--- src/rtl/noc_pkg.sv ---
// Shared NoC definitions: packet layout and port/source-ID sizing.
package noc_pkg;

  localparam int PKT_W  = 8;
  localparam int ADDR_W = 4;
  localparam int NPORT  = 16;
  // A source ID must index every input port.
  localparam int SRC_W  = 4;

  // Packet layout as it travels on the network: payload nibble over address nibble.
  typedef struct packed {
    logic [3:0] data;
    logic [3:0] addr;
  } pkt_t;

endpackage

--- src/rtl/rr_arbiter16.sv ---
// 16-way round-robin priority select. Purely combinational: the search
// starts one past last_grant and wraps, so the most recent winner has the
// lowest priority on the next pick.
module rr_arbiter16
  import noc_pkg::*;
(
  input  logic [NPORT-1:0] req,
  input  logic [SRC_W-1:0] last_grant,
  output logic [NPORT-1:0] grant,
  output logic [SRC_W-1:0] grant_idx,
  output logic             any_grant
);

  // Scan ports in rotated order and latch onto the first requester.
  always_comb begin
    logic [SRC_W-1:0] cand;
    grant     = '0;
    grant_idx = '0;
    any_grant = 1'b0;
    cand      = '0;
    for (int k = 1; k <= NPORT; k++) begin
      // k == NPORT wraps back to last_grant itself (lowest priority).
      cand = last_grant + SRC_W'(k);
      if (!any_grant && req[cand]) begin
        any_grant = 1'b1;
        grant_idx = cand;
      end
    end
    if (any_grant) grant[grant_idx] = 1'b1;
  end

endmodule

--- src/rtl/noc_merge16.sv ---
// 16-to-1 NoC merge: round-robin picks one input per cycle into a single
// output register, tagging each packet with the port it came from.
//
// Handshake: every port (each input and the output) uses valid/ready.
// A beat transfers on a rising clk edge where valid and ready are both high.
// A sender holds its packet stable while valid is high and unaccepted; ready
// here never depends on the data, only on valid, arbitration state and the
// output register occupancy.
module noc_merge16
  import noc_pkg::*;
#(
  parameter int WIDTH = 8,
  // Fixed at 16: the arbiter and the 4-bit source tag assume it.
  parameter int NPORT = 16
) (
  input  logic                         clk,
  input  logic                         rst_n,
  input  logic [NPORT-1:0]             in_valid,
  input  logic [NPORT-1:0][WIDTH-1:0]  in_data,
  output logic [NPORT-1:0]             in_ready,
  output logic                         out_valid,
  output logic [WIDTH-1:0]             out_data,
  output logic [SRC_W-1:0]             out_src,
  input  logic                         out_ready,
  output logic [15:0]                  pkt_count
);

  logic [SRC_W-1:0] last_grant;
  logic [NPORT-1:0] grant;
  logic [SRC_W-1:0] grant_idx;
  logic             any_grant;
  logic             load_ok;
  logic             load;

  rr_arbiter16 u_arb (
    .req        (in_valid),
    .last_grant (last_grant),
    .grant      (grant),
    .grant_idx  (grant_idx),
    .any_grant  (any_grant)
  );

  // Slot is free when empty or draining this same edge, which is what lets
  // the merge run at one packet per cycle.
  assign load_ok = !out_valid || out_ready;
  assign load    = load_ok && any_grant;

  // Ready goes only to the winner; held low throughout reset.
  assign in_ready = (rst_n && load_ok) ? grant : '0;

  // Output register, arbitration pointer and accepted-packet counter.
  always_ff @(posedge clk or negedge rst_n) begin
    if (!rst_n) begin
      out_valid  <= 1'b0;
      out_data   <= '0;
      out_src    <= '0;
      last_grant <= SRC_W'(NPORT - 1);
      pkt_count  <= '0;
    end else if (load) begin
      out_valid  <= 1'b1;
      out_data   <= in_data[grant_idx];
      out_src    <= grant_idx;
      last_grant <= grant_idx;
      pkt_count  <= pkt_count + 16'd1;
    end else if (load_ok) begin
      // Drained with nothing to refill; pointer stays where it was.
      out_valid  <= 1'b0;
    end
  end

endmodule

--- config.mk ---
export PLATFORM = sky130hd
export DESIGN_NAME = noc_merge16
export DESIGN_NICKNAME = d
export VERILOG_FILES = /design/src/rtl/noc_pkg.sv /design/src/rtl/rr_arbiter16.sv /design/src/rtl/noc_merge16.sv
export SDC_FILE = /design/constraint.sdc
export NUM_CORES = 1
export LEC_CHECK = 0
export ABC_AREA = 1
export BUFFER_PORTS_ARGS = -buffer_cell sky130_fd_sc_hd__buf_2
export CAP_MARGIN = 20
export CORE_ASPECT_RATIO = 1.5
export CORE_UTILIZATION = 35
export DETAILED_ROUTE_END_ITERATION = 10
export PLACE_DENSITY = 0.7
export SLEW_MARGIN = 10
export SYNTH_ARGS = -nofsm -noshare
export SYNTH_HDL_FRONTEND = slang
export SYNTH_HIERARCHICAL = 1
export SYNTH_SLANG_ARGS = --single-unit
--- constraint.sdc ---
create_clock -name clk -period 5.57 [get_ports clk]
set_input_delay 1.3925 -clock clk [delete_from_list [all_inputs] [get_ports clk]]
set_output_delay 1.3925 -clock clk [all_outputs]
set_load 0.01 [all_outputs]
==> results of run 1 <==
-- worst register-to-register path, delay by kind of cell, from the launching register on --
family | cells | cell delay, ps
flops | 1 | 580
fa+ha+maj | 1 | 330
simple gates | 22 | 2400
buf+inv | 7 | 1510
-- worst max path at each step --
stage / start / endpoint / slack, ps / cells past startpoint
after floorplan: in_valid[6] / in_ready[3] / 730 / 23
after global placement: in_valid[8] / in_ready[12] / 90 / 23
after detailed placement: in_valid[8] / in_ready[7] / 80 / 23
after CTS: last_grant[0] / in_ready[7] / 30 / 24
after global routing: in_valid[6] / in_ready[15] / -50 / 23
final: in_valid[14] / in_ready[2] / 150 / 23
-- cell families after synthesis --
family | after synthesis
buf+inv | 115
xor+xnor | 21
simple gates | 670
compound gates | 17
fa+ha+maj | 9
flops | 33
-- flip-flops by register name, summed over array words and instances, names as in the netlist --
signal,flops
pkt_count,16
out_data,8
last_grant,4
out_src,4
out_valid,1
-- synthesized netlist by cell type (2+ instances only) --
library cell                  n  area share, %
sky130_fd_sc_hd__nand2_1    327             25
sky130_fd_sc_hd__nand3_1    192             19
sky130_fd_sc_hd__nor2_1      70            5.3
sky130_fd_sc_hd__inv_1       65            4.9
sky130_fd_sc_hd__dfrtp_1     29             15
sky130_fd_sc_hd__nand2_2     25            3.1
sky130_fd_sc_hd__buf_2       17            1.7
sky130_fd_sc_hd__buf_4       11            1.7
sky130_fd_sc_hd__inv_2       10           0.75
sky130_fd_sc_hd__nand3_2     10            2.0
sky130_fd_sc_hd__nand4_1     10            1.3
sky130_fd_sc_hd__ha_1         9            2.3
sky130_fd_sc_hd__nor2_4       9            2.0
sky130_fd_sc_hd__xor2_1       9            1.6
sky130_fd_sc_hd__nand2_4      8            1.8
sky130_fd_sc_hd__xnor2_1      7            1.2
sky130_fd_sc_hd__a21oi_1      6           0.60
sky130_fd_sc_hd__nor2_2       6           0.75
sky130_fd_sc_hd__o21a_1       5           0.75
sky130_fd_sc_hd__buf_6        4           0.90
sky130_fd_sc_hd__dfstp_2      4            2.1
sky130_fd_sc_hd__nand4_2      4            1.0
sky130_fd_sc_hd__nand4_4      4            1.7
sky130_fd_sc_hd__nor3_1       4           0.40
sky130_fd_sc_hd__xor2_2       4            1.3
sky130_fd_sc_hd__clkbuf_1     2           0.15
sky130_fd_sc_hd__clkbuf_4     2           0.30
sky130_fd_sc_hd__o2111ai_1    2           0.35
sky130_fd_sc_hd__o21ai_2      2           0.35
-- per-stage QoR --
step	setup TNS (ps)	utilization [%]	hold WS [ps]	setup slack [ps]	cell area (sq um)
3_3_place_gp	0	43.3	460	91.9	6060
2_1_floorplan	0	-	455	735	4990
4_1_cts	0	44.4	475	32.8	6210
3_5_place_dp	0	43.3	461	82.5	6060
5_1_grt	-332	47.3	484	-48.8	6620
6_report	0	47.3	473	152	6620
-- layer usage --
| layer | share of wire (%) | up-vias | track usage, % |
|---|---|---|---|
| met5 | 0 | - | 0 |
| met4 | 5.3 | 0 | 12.1 |
| met3 | 4.4 | 53 | 2.16 |
| met2 | 54 | 256 | 46.4 |
| met1 | 36 | 2781 | 25.1 |
| li1 | - | 3149 | - |
-- repair_timing --
item | CTS | global route
gates resized for setup | 1 | 63
buffers inserted | 0 | 17
setup endpoints to repair | 10 | 16
pin swaps | 0 | 16
-- cell type report --
| type | count | area (sq um) | share of cell area, % |
|---|---|---|---|
| multi-input cells | 717 | 3890 | 58.7 |
| well taps | 192 | 240 | 3.63 |
| flip-flops and latches | 33 | 835 | 12.6 |
| repair buffers | 223 | 1200 | 18.1 |
| clock buffers | 8 | 146 | 2.21 |
| inverters | 78 | 313 | 4.72 |
==> parameters.txt, run 1 <==
Parameter                              Value

Global route
  Global-route wire length before repair ... 27900 um
  Overall fraction of global-route tracks in use ... 23.9%
  Number of global-route vias before repair ... 5813
  Maximum number of pins on one net before global-route repair ... between 60 and 70
  Antenna violations before repair ... 0
  Overflow left after global routing ... 0

Clock tree
  Clock slew at reported path FFs ... 50 ps
  Cts bufs inserted ... 5
  H-tree levels ... 2
  Hold buffers post-CTS ... 0
  Clock Path Buffers ... 2
  Num Clock Sinks ... 33
  Clock latency reported for the late side of the worst-skew pair ... roughly 280 ps
  Cell at the root of the clock tree ... sky130_fd_sc_hd__clkbuf_16
  TritonCTS clock tree ... yes

Synth
  Basic-gate share of the synthesized area counting and, or, nand and nor cells ... a little over three fifths
  Multiplexer fraction of the synthesized cell area ... 0%
  Syn Inst Count ... 865
  Post-synthesis area per instance ... around 5.8 sq um
  YS warnings ... 6
  Post-synth ARST share ... 100%
  Post-synth cell types ... 37
  Post-synthesis compound-gate area fraction ... about 2.3%
  FF+latch count, synth ... 33
  Top FF cell, synth ... sky130_fd_sc_hd__dfrtp_1
  Main combinational cell family by area after synthesis ... simple AND/OR/NAND/NOR gates
  Post-synth EDFFs ... 0
  Sequential share of the synthesized area ... 16.6%
  Synth Area in Adders ... 2.25%
  Post-Syn Area ... about 0.005 sq mm
  Post-Synth XOR/XNOR Area ... 4.66%
  Syn Nets ... about 1000

Critical path
  Peak fanout along the critical path ... 4
  Cell with the largest stage delay on the worst path ... sky130_fd_sc_hd__nor2_4
  Worst reg2reg path startpoint ... last_grant[1]
  Critical Path Sink Type ... output port
  Terminus of the critical flop-to-flop path ... out_data[0]
  Ordered list of cells on the worst path ... buf_2 -> nand2_1 -> nand3_1 -> nand3_1 -> nand2_2 -> nand2_4 -> nand2_4 -> inv_4 -> nand4_4 -> nor2_4 -> nand4_4 -> nor2_4 -> nand4_4 -> nor2_4 -> nand2_4 -> nor2_4 -> nand3_2 -> nand3_4 -> nand2_4 -> nor2_1 -> inv_1 -> nor2_1 -> buf_2
  Critical setup path kind ... primary input to output port
  Category of the worst setup path launch point ... primary input
  Flop2flop setup slack ... 680 ps
  Sum of buffers and inverters on the critical path ... 4
  Arrival time reported for the critical path endpoint ... 4030 ps
  CP max stage delay ... ~220 ps
  Crit path required time ... 4180 ps
  Family with the most delay on the worst path ... simple AND/OR/NAND/NOR gates
  Depth of the most critical reg-to-reg path ... 30

STA
  Share of the clock period used by the worst path ... 97.3%
  Final Slew Violations ... 0
  Setup violators final ... 0
  RSZ-0062 raised after global routing ... yes
  Hold Fails Final Rpt ... 0
  Worst Skew ... about 5.5 ps
  Shortest period the worst path allows ... 5420 ps
  Actual transition at the worst max-transition pin ... 593 ps
  Max_slew headroom ... between 60% and 70%
  Max Fclk ... 185 MHz

Detailed routing
  Post-detailed-route via-to-cell ratio ... 4.99
  Number of vias in the routed layout ... 6239
  Wirelength, routed ... 17900 um
  Iteration-0 DRC Markers ... 276
  Detailed-router iteration count before antenna repair ... 5
  DR DRC count ... 0
  Number of routed nets with antenna violations ... 0
  Routed wire length per instance ... 14.3 um

Floorplanning
  DIE AREA ... between 0.01 and 0.015 sq mm
  I/O Pins ... 192
  Initial core utilization ... 35.7%
  Horiz. Die Dim ... 99.5 um
  Site Rows ... 53
  Core Area ... 0.0140 sq mm
  Die Span Y ... approximately 150 um

Flow run
  Max-cap violations ... 0

Place
  HPWL after detailed placement ... 14400 um
  Weighted congestion reported at the end of routability-driven placement ... 0.978
  Post-placement cell count ... 1226
  I/O Buffers ... 191

Layout
  Post-route non-filler standard cell count ... 1251
  Number of diodes ... 0
  Post-synthesis to final-layout area growth ... 32.6%
  Number of nets in the finished design ... ~1200
  Leading cell type in the layout, fill and taps excluded ... sky130_fd_sc_hd__nand2_1
  Fraction of final layout cells with drive strength greater than 1 ... between 30% and 40%
  Commonest cells after routing, fill and taps aside ... 316 x sky130_fd_sc_hd__nand2_1, 191 x sky130_fd_sc_hd__buf_2, 172 x sky130_fd_sc_hd__nand3_1
  Fillers ... 1499

Worst hold path
  Type of the worst min-delay path ... flop to flop
  Worst Hold Depth ... 2
  End of the worst hold path ... out_data[6]
  Source of the worst hold timing path ... out_data[6]

Status
  Result of the run ... finished, final reports clean
Power of run 1 is left out: the tool's default activity adds up to more than one toggle a clock period on the data nets, which glitch-free logic cannot reach.
==> run 2: changes to the inputs <==
--- a/config.mk
+++ b/config.mk
@@ -9,9 +9,9 @@
 export BUFFER_PORTS_ARGS = -buffer_cell sky130_fd_sc_hd__buf_2
 export CAP_MARGIN = 20
 export CORE_ASPECT_RATIO = 1.5
-export CORE_UTILIZATION = 35
+export CORE_UTILIZATION = 51
 export DETAILED_ROUTE_END_ITERATION = 10
-export PLACE_DENSITY = 0.7
+export PLACE_DENSITY = 0.93
 export SLEW_MARGIN = 10
 export SYNTH_ARGS = -nofsm -noshare
 export SYNTH_HDL_FRONTEND = slang
==> parameters.txt, run 2 (synthesis results as in run 1) <==
Parameter                              Value

STA
  Worst Skew ... 6.54 ps
  Share of the clock period used by the worst path ... 101%
  Setup violators final ... 5
  Shortest period the worst path allows ... 5630 ps
  Max_slew headroom ... between 50% and 60%
  Final Slew Violations ... 0
  Actual transition at the worst max-transition pin ... 655 ps
  Worst Slack Setup Final ... -60.9 ps
  Max Fclk ... 178 MHz
  Hold Fails Final Rpt ... 0

Detailed routing
  DR DRC count ... 0
  Detailed-router iteration count before antenna repair ... 9
  Post-detailed-route via-to-cell ratio ... 5.88
  Number of vias in the routed layout ... ~6900
  Routed wire length per instance ... around 18 um
  Wirelength, routed ... between 20000 and 25000 um
  Number of routed nets with antenna violations ... 0
  Iteration-0 DRC Markers ... 689

Layout
  Commonest cells after routing, fill and taps aside ... 298 x sky130_fd_sc_hd__nand2_1, 175 x sky130_fd_sc_hd__buf_2, 152 x sky130_fd_sc_hd__nand3_1
  Leading cell type in the layout, fill and taps excluded ... sky130_fd_sc_hd__nand2_1
  Max FFs per register ... 16
  Number of diodes ... 0
  Fraction of final layout cells with drive strength greater than 1 ... 38.3%
  Top flop regs ... pkt_count: 16 flops, out_data: 8 flops
  Largest reg by FF count ... pkt_count
  Number of nets in the finished design ... roughly 1200
  Post-synthesis to final-layout area growth ... 37.6%

Critical path
  Ordered list of cells on the worst path ... buf_6 -> nand2_2 -> nand3_1 -> nand3_2 -> nand3_2 -> nand2_4 -> inv_1 -> nand3_1 -> nor2_1 -> nor2_1 -> nand2_1 -> nor2_1 -> nand3_1 -> nor2_1 -> nand4_1 -> nor2_2 -> nand3_1 -> nor2_2 -> nand2_2 -> nor2_1 -> inv_1 -> nor2_1 -> buf_2
  Depth of the most critical reg-to-reg path ... 29
  Critical Path Sink Type ... output port
  CP max stage delay ... between 200 and 250 ps
  Category of the worst setup path launch point ... primary input
  Cell with the largest stage delay on the worst path ... sky130_fd_sc_hd__nor2_2
  Flop2flop setup slack ... 780 ps
  Crit path required time ... 4180 ps
  Most repeated library cell on the critical path ... sky130_fd_sc_hd__nor2_1
  Peak fanout along the critical path ... 4
  Arrival time reported for the critical path endpoint ... 4240 ps
  Family with the most delay on the worst path ... simple AND/OR/NAND/NOR gates
  Critical setup path kind ... primary input to output port
  Sum of buffers and inverters on the critical path ... 4
  Cell depth of the worst setup path ... 23

Worst hold path
  Worst Hold Depth ... 2
  Type of the worst min-delay path ... flop to flop

Floorplanning
  Core Area ... 0.00936 sq mm
  Initial core utilization ... 53.4%
  Die Span Y ... 123 um
  Site Rows ... 43
  DIE AREA ... 0.0102 sq mm
  I/O Pins ... 192
  Horiz. Die Dim ... 82.8 um

Clock tree
  Hold buffers post-CTS ... 0
  Clock slew at reported path FFs ... 50 ps
  Cts bufs inserted ... 5
  Clock latency reported for the late side of the worst-skew pair ... 280 ps
  Cell at the root of the clock tree ... sky130_fd_sc_hd__clkbuf_16
  Num Clock Sinks ... 33
  TritonCTS clock tree ... yes
  H-tree levels ... 2
  Clock Path Buffers ... 2

Place
  HPWL after detailed placement ... 14300 um
  Worst setup timing slack at the placement stage ... 137 ps
  I/O Buffers ... between 150 and 200
  Weighted congestion reported at the end of routability-driven placement ... approximately 1.0

Status
  Result of the run ... finished, violations left
  Violated checks ... setup timing

Global route
  Maximum number of pins on one net before global-route repair ... 35
  Antenna violations before repair ... 0
  Overall fraction of global-route tracks in use ... 34.6%
  Number of global-route vias before repair ... 6039
  Overflow left after global routing ... 0
  Global-route wire length before repair ... roughly 28000 um

Flow run
  Max-cap violations ... 0
run 2: routing by layer:
layer  track usage (%)  vias up  routed length [um]
met5                 0        -                   0
li1                  -     3167                   -
met3              4.21      178                1980
met4              27.5        0                2120
met2              63.6      542                9960
met1              35.6     3041                6630
run 2: worst register-to-register path, delay by kind of cell, from the launching register on:
family / cells / cell delay (ps)
AND/OR/NAND/NOR: 21 / 2440
buffers and inverters: 6 / 1070
flip-flops: 1 / 570
XOR/XNOR: 1 / 400
adder cells (fa/ha/maj): 1 / 210
run 2: worst paths after layout:
check / start / endpoint
min in group asynchronous: rst_n / out_src[3]
min reg2reg: out_src[3] / out_src[3]
min: out_src[3] / out_src[3]
max: in_valid[7] / in_ready[3]
max in group asynchronous: rst_n / last_grant[1]
max reg2reg: last_grant[1] / out_data[6]
run 2: final cells by class:
| class | count | area [sq um] |
|---|---|---|
| multi-input cells | 717 | 4040 |
| fillers | 760 | 2490 |
| repair buffers | 230 | 1370 |
| flip-flops and latches | 33 | 835 |
| inverters | 78 | 315 |
| clock buffers | 7 | 143 |
| well taps | 112 | 140 |
| clock inverters | 1 | 30.0 |
run 2: repair_timing:
| item | in CTS | in global routing |
|---|---|---|
| setup endpoints to repair | 0 | 16 |
| resized for setup | 0 | 123 |
| setup buffers | 0 | 16 |
run 2: through the flow:
stage               area (sq um)  instances  hold slack (ps)  TNS [ps]  util, %
floorplan                   4990        865              455         0        -
global placement            6040       1154              460         0     64.5
detailed placement          6040       1154              460         0     64.5
CTS                         6210       1162              475         0     66.3
global route                6870       1178              498     -2930     73.4
finish                      6870       1178              473      -136     73.4
Power of run 2 is left out for the same reason.
==> run 3: changes to the inputs <==
--- a/config.mk
+++ b/config.mk
@@ -11,6 +11,7 @@
 export CORE_ASPECT_RATIO = 1.5
 export CORE_UTILIZATION = 51
 export DETAILED_ROUTE_END_ITERATION = 10
+export GPL_ROUTABILITY_DRIVEN = 0
 export PLACE_DENSITY = 0.93
 export SLEW_MARGIN = 10
 export SYNTH_ARGS = -nofsm -noshare
==> constraint.sdc (replaced) <==
create_clock -name clk -period 5.5 [get_ports clk]
set_input_delay 1.375 -clock clk [delete_from_list [all_inputs] [get_ports clk]]
set_output_delay 1.375 -clock clk [all_outputs]
set_load 0.01 [all_outputs]
==> parameters.txt, run 3 (synthesis results as in run 1) <==
Parameter                              Value

Detailed routing
  Post-detailed-route via-to-cell ratio ... 5.78
  Number of routed nets with antenna violations ... 0
  Wirelength, routed ... 18600 um
  Detailed-router iteration count before antenna repair ... 6
  Number of vias in the routed layout ... roughly 6800
  Routed wire length per instance ... between 15 and 20 um
  DR DRC count ... 0
  Iteration-0 DRC Markers ... between 500 and 600

Clock tree
  Num Clock Sinks ... 33
  Hold buffers post-CTS ... 0
  Cell at the root of the clock tree ... sky130_fd_sc_hd__clkbuf_16
  Cts bufs inserted ... 5
  TritonCTS clock tree ... yes
  Clock slew at reported path FFs ... 50 ps
  Clock latency reported for the late side of the worst-skew pair ... around 280 ps
  H-tree levels ... 2
  Clock Path Buffers ... 2

Place
  I/O Buffers ... 191
  Post-placement cell count ... 1148
  HPWL after detailed placement ... 13500 um
  Dpl cell area ... 0.00598 sq mm

Floorplanning
  Die Span Y ... about 120 um
  DIE AREA ... 0.0102 sq mm
  Initial core utilization ... 53.4%
  I/O Pins ... 192
  Horiz. Die Dim ... 82.8 um
  Site Rows ... 43
  Core Area ... 0.00936 sq mm

Global route
  Maximum number of pins on one net before global-route repair ... roughly 50
  Antenna violations before repair ... 0
  Layer with the highest usage after global routing ... met2
  Global-route wire length before repair ... 27000 um
  Met3 Track Usage GR ... about 4.3%
  Met1 GRT Util ... 35.2%
  Number of global-route vias before repair ... 5827
  Routing usage on met2 ... 61.5%
  Overflow left after global routing ... 0
  Overall fraction of global-route tracks in use ... 33.3%

STA
  Worst Skew ... 3.73 ps
  Max Fclk ... 178 MHz
  Actual transition at the worst max-transition pin ... 961 ps
  Shortest period the worst path allows ... 5630 ps
  Setup violators final ... 4
  RSZ-0062 raised after global routing ... yes
  Max_slew headroom ... 35.8%
  Final Slew Violations ... 0
  Hold Fails Final Rpt ... 0
  Share of the clock period used by the worst path ... 102%
  Post-route worst hold slack ... 472 ps
  Worst Slack Setup Final ... -126 ps

Flow run
  Max-cap violations ... 0

Layout
  Post-route non-filler standard cell count ... 1168
  Fraction of final layout cells with drive strength greater than 1 ... 36.2%
  Area of all placed cells without fillers ... about 0.0066 sq mm
  Max FFs per register ... 16
  Fillers ... 770
  Number of nets in the finished design ... 1211
  Commonest cells after routing, fill and taps aside ... 310 x sky130_fd_sc_hd__nand2_1, 191 x sky130_fd_sc_hd__buf_2, 152 x sky130_fd_sc_hd__nand3_1
  Leading cell type in the layout, fill and taps excluded ... sky130_fd_sc_hd__nand2_1
  Post-synthesis to final-layout area growth ... 31.8%
  Largest reg by FF count ... pkt_count
  Top flop regs ... pkt_count: 16 flops, out_data: 8 flops
  Number of diodes ... 0

Critical path
  Cell with the largest stage delay on the worst path ... sky130_fd_sc_hd__dfstp_2
  Family with the most delay on the worst path ... simple AND/OR/NAND/NOR gates
  Peak fanout along the critical path ... 7
  CP max stage delay ... 580 ps
  Sum of buffers and inverters on the critical path ... 5
  Depth of the most critical reg-to-reg path ... 27
  CP startpoint ... last_grant[1]
  Arrival time reported for the critical path endpoint ... 4250 ps
  Worst reg2reg path startpoint ... last_grant[2]
  Cell depth of the worst setup path ... 27
  Flop2flop setup slack ... 440 ps
  Critical Path Sink Type ... output port
  CP Capture Point ... in_ready[0]
  Most repeated library cell on the critical path ... sky130_fd_sc_hd__nor2_1
  Terminus of the critical flop-to-flop path ... out_data[2]
  Crit path required time ... 4120 ps
  Category of the worst setup path launch point ... flop
  Critical setup path kind ... flop to output port

Worst hold path
  Type of the worst min-delay path ... flop to flop

Status
  Result of the run ... finished, violations left
  Violated checks ... setup timing
run 3: cell count changes in the layout (fill, tap and decap cells not counted), sizes merged:
cell    delta
clkinv     +2
bufinv     -1
buf       -10
clkbuf     -1
run 3: worst min path at each step:
stage / startpoint / to / slack, ps / depth (start not counted)
floorplan: last_grant[3] / last_grant[3] / 450 / 2
CTS: out_data[0] / out_data[0] / 470 / 2
global route: out_data[4] / out_data[4] / 500 / 2
finish: out_data[1] / out_data[1] / 470 / 2
detailed placement: out_data[0] / out_data[0] / 460 / 2
global placement: out_data[7] / out_data[7] / 460 / 2
run 3: what timing repair did:
action                                 in CTS  in global routing
pin swaps                                   1                 13
gates resized for setup                     2                 83
buffers inserted                            2                 10
endpoints found under the hold margin       0                  0
setup endpoints to repair                  16                 16
run 3: layout make-up:
cell class	instances	area, sq um	share of cell area [%]
multi-input combinational	717	3980	60.5
timing repair buffer	220	1180	17.9
sequential	33	831	12.6
inverter	78	313	4.75
tap	112	140	2.13
clock buffer	6	129	1.96
clock inverter	2	10.0	0.152
run 3: worst reg2reg max path, stage by stage, from the launching register on:
cell and delay, ps:
sky130_fd_sc_hd__dfstp_2 420, sky130_fd_sc_hd__buf_4 160, sky130_fd_sc_hd__ha_1 180, sky130_fd_sc_hd__xnor2_1 620, sky130_fd_sc_hd__inv_1 240, sky130_fd_sc_hd__nand2_1 160
sky130_fd_sc_hd__nand2_2 110, sky130_fd_sc_hd__nor2_4 180, sky130_fd_sc_hd__nand4_2 160, sky130_fd_sc_hd__nor2_4 200, sky130_fd_sc_hd__nand4_4 140, sky130_fd_sc_hd__nor2_4 150
sky130_fd_sc_hd__nand2_1 120, sky130_fd_sc_hd__nor2_1 130, sky130_fd_sc_hd__nor2_1 80, sky130_fd_sc_hd__nand3_2 60, sky130_fd_sc_hd__nor2_2 50, sky130_fd_sc_hd__nand3_4 90
sky130_fd_sc_hd__buf_4 130, sky130_fd_sc_hd__buf_4 330, sky130_fd_sc_hd__inv_1 530, sky130_fd_sc_hd__nand3_1 240, sky130_fd_sc_hd__nand3_1 170, sky130_fd_sc_hd__nand2_1 120
sky130_fd_sc_hd__nand2_1 50, sky130_fd_sc_hd__nand2_1 70, sky130_fd_sc_hd__nand2_1 50, sky130_fd_sc_hd__nand2_1 70
run 3: per-stage QoR:
step / utilization [%] / setup slack [ps] / setup TNS (ps)
detailed placement: 63.9 / 59.0 / 0
finish: 70.3 / -126 / -178
global placement: 63.9 / 140 / 0
floorplan: - / 700 / 0
CTS: 65.5 / 13.6 / 0
global route: 70.3 / -332 / -2160
run 3: routing by layer:
layer | part of all wire [%] | vias up
met5 | 0 | -
met4 | 9.4 | 0
met3 | 8.6 | 168
met2 | 49 | 475
met1 | 33 | 2964
li1 | - | 3144
Power of run 3 is left out for the same reason.
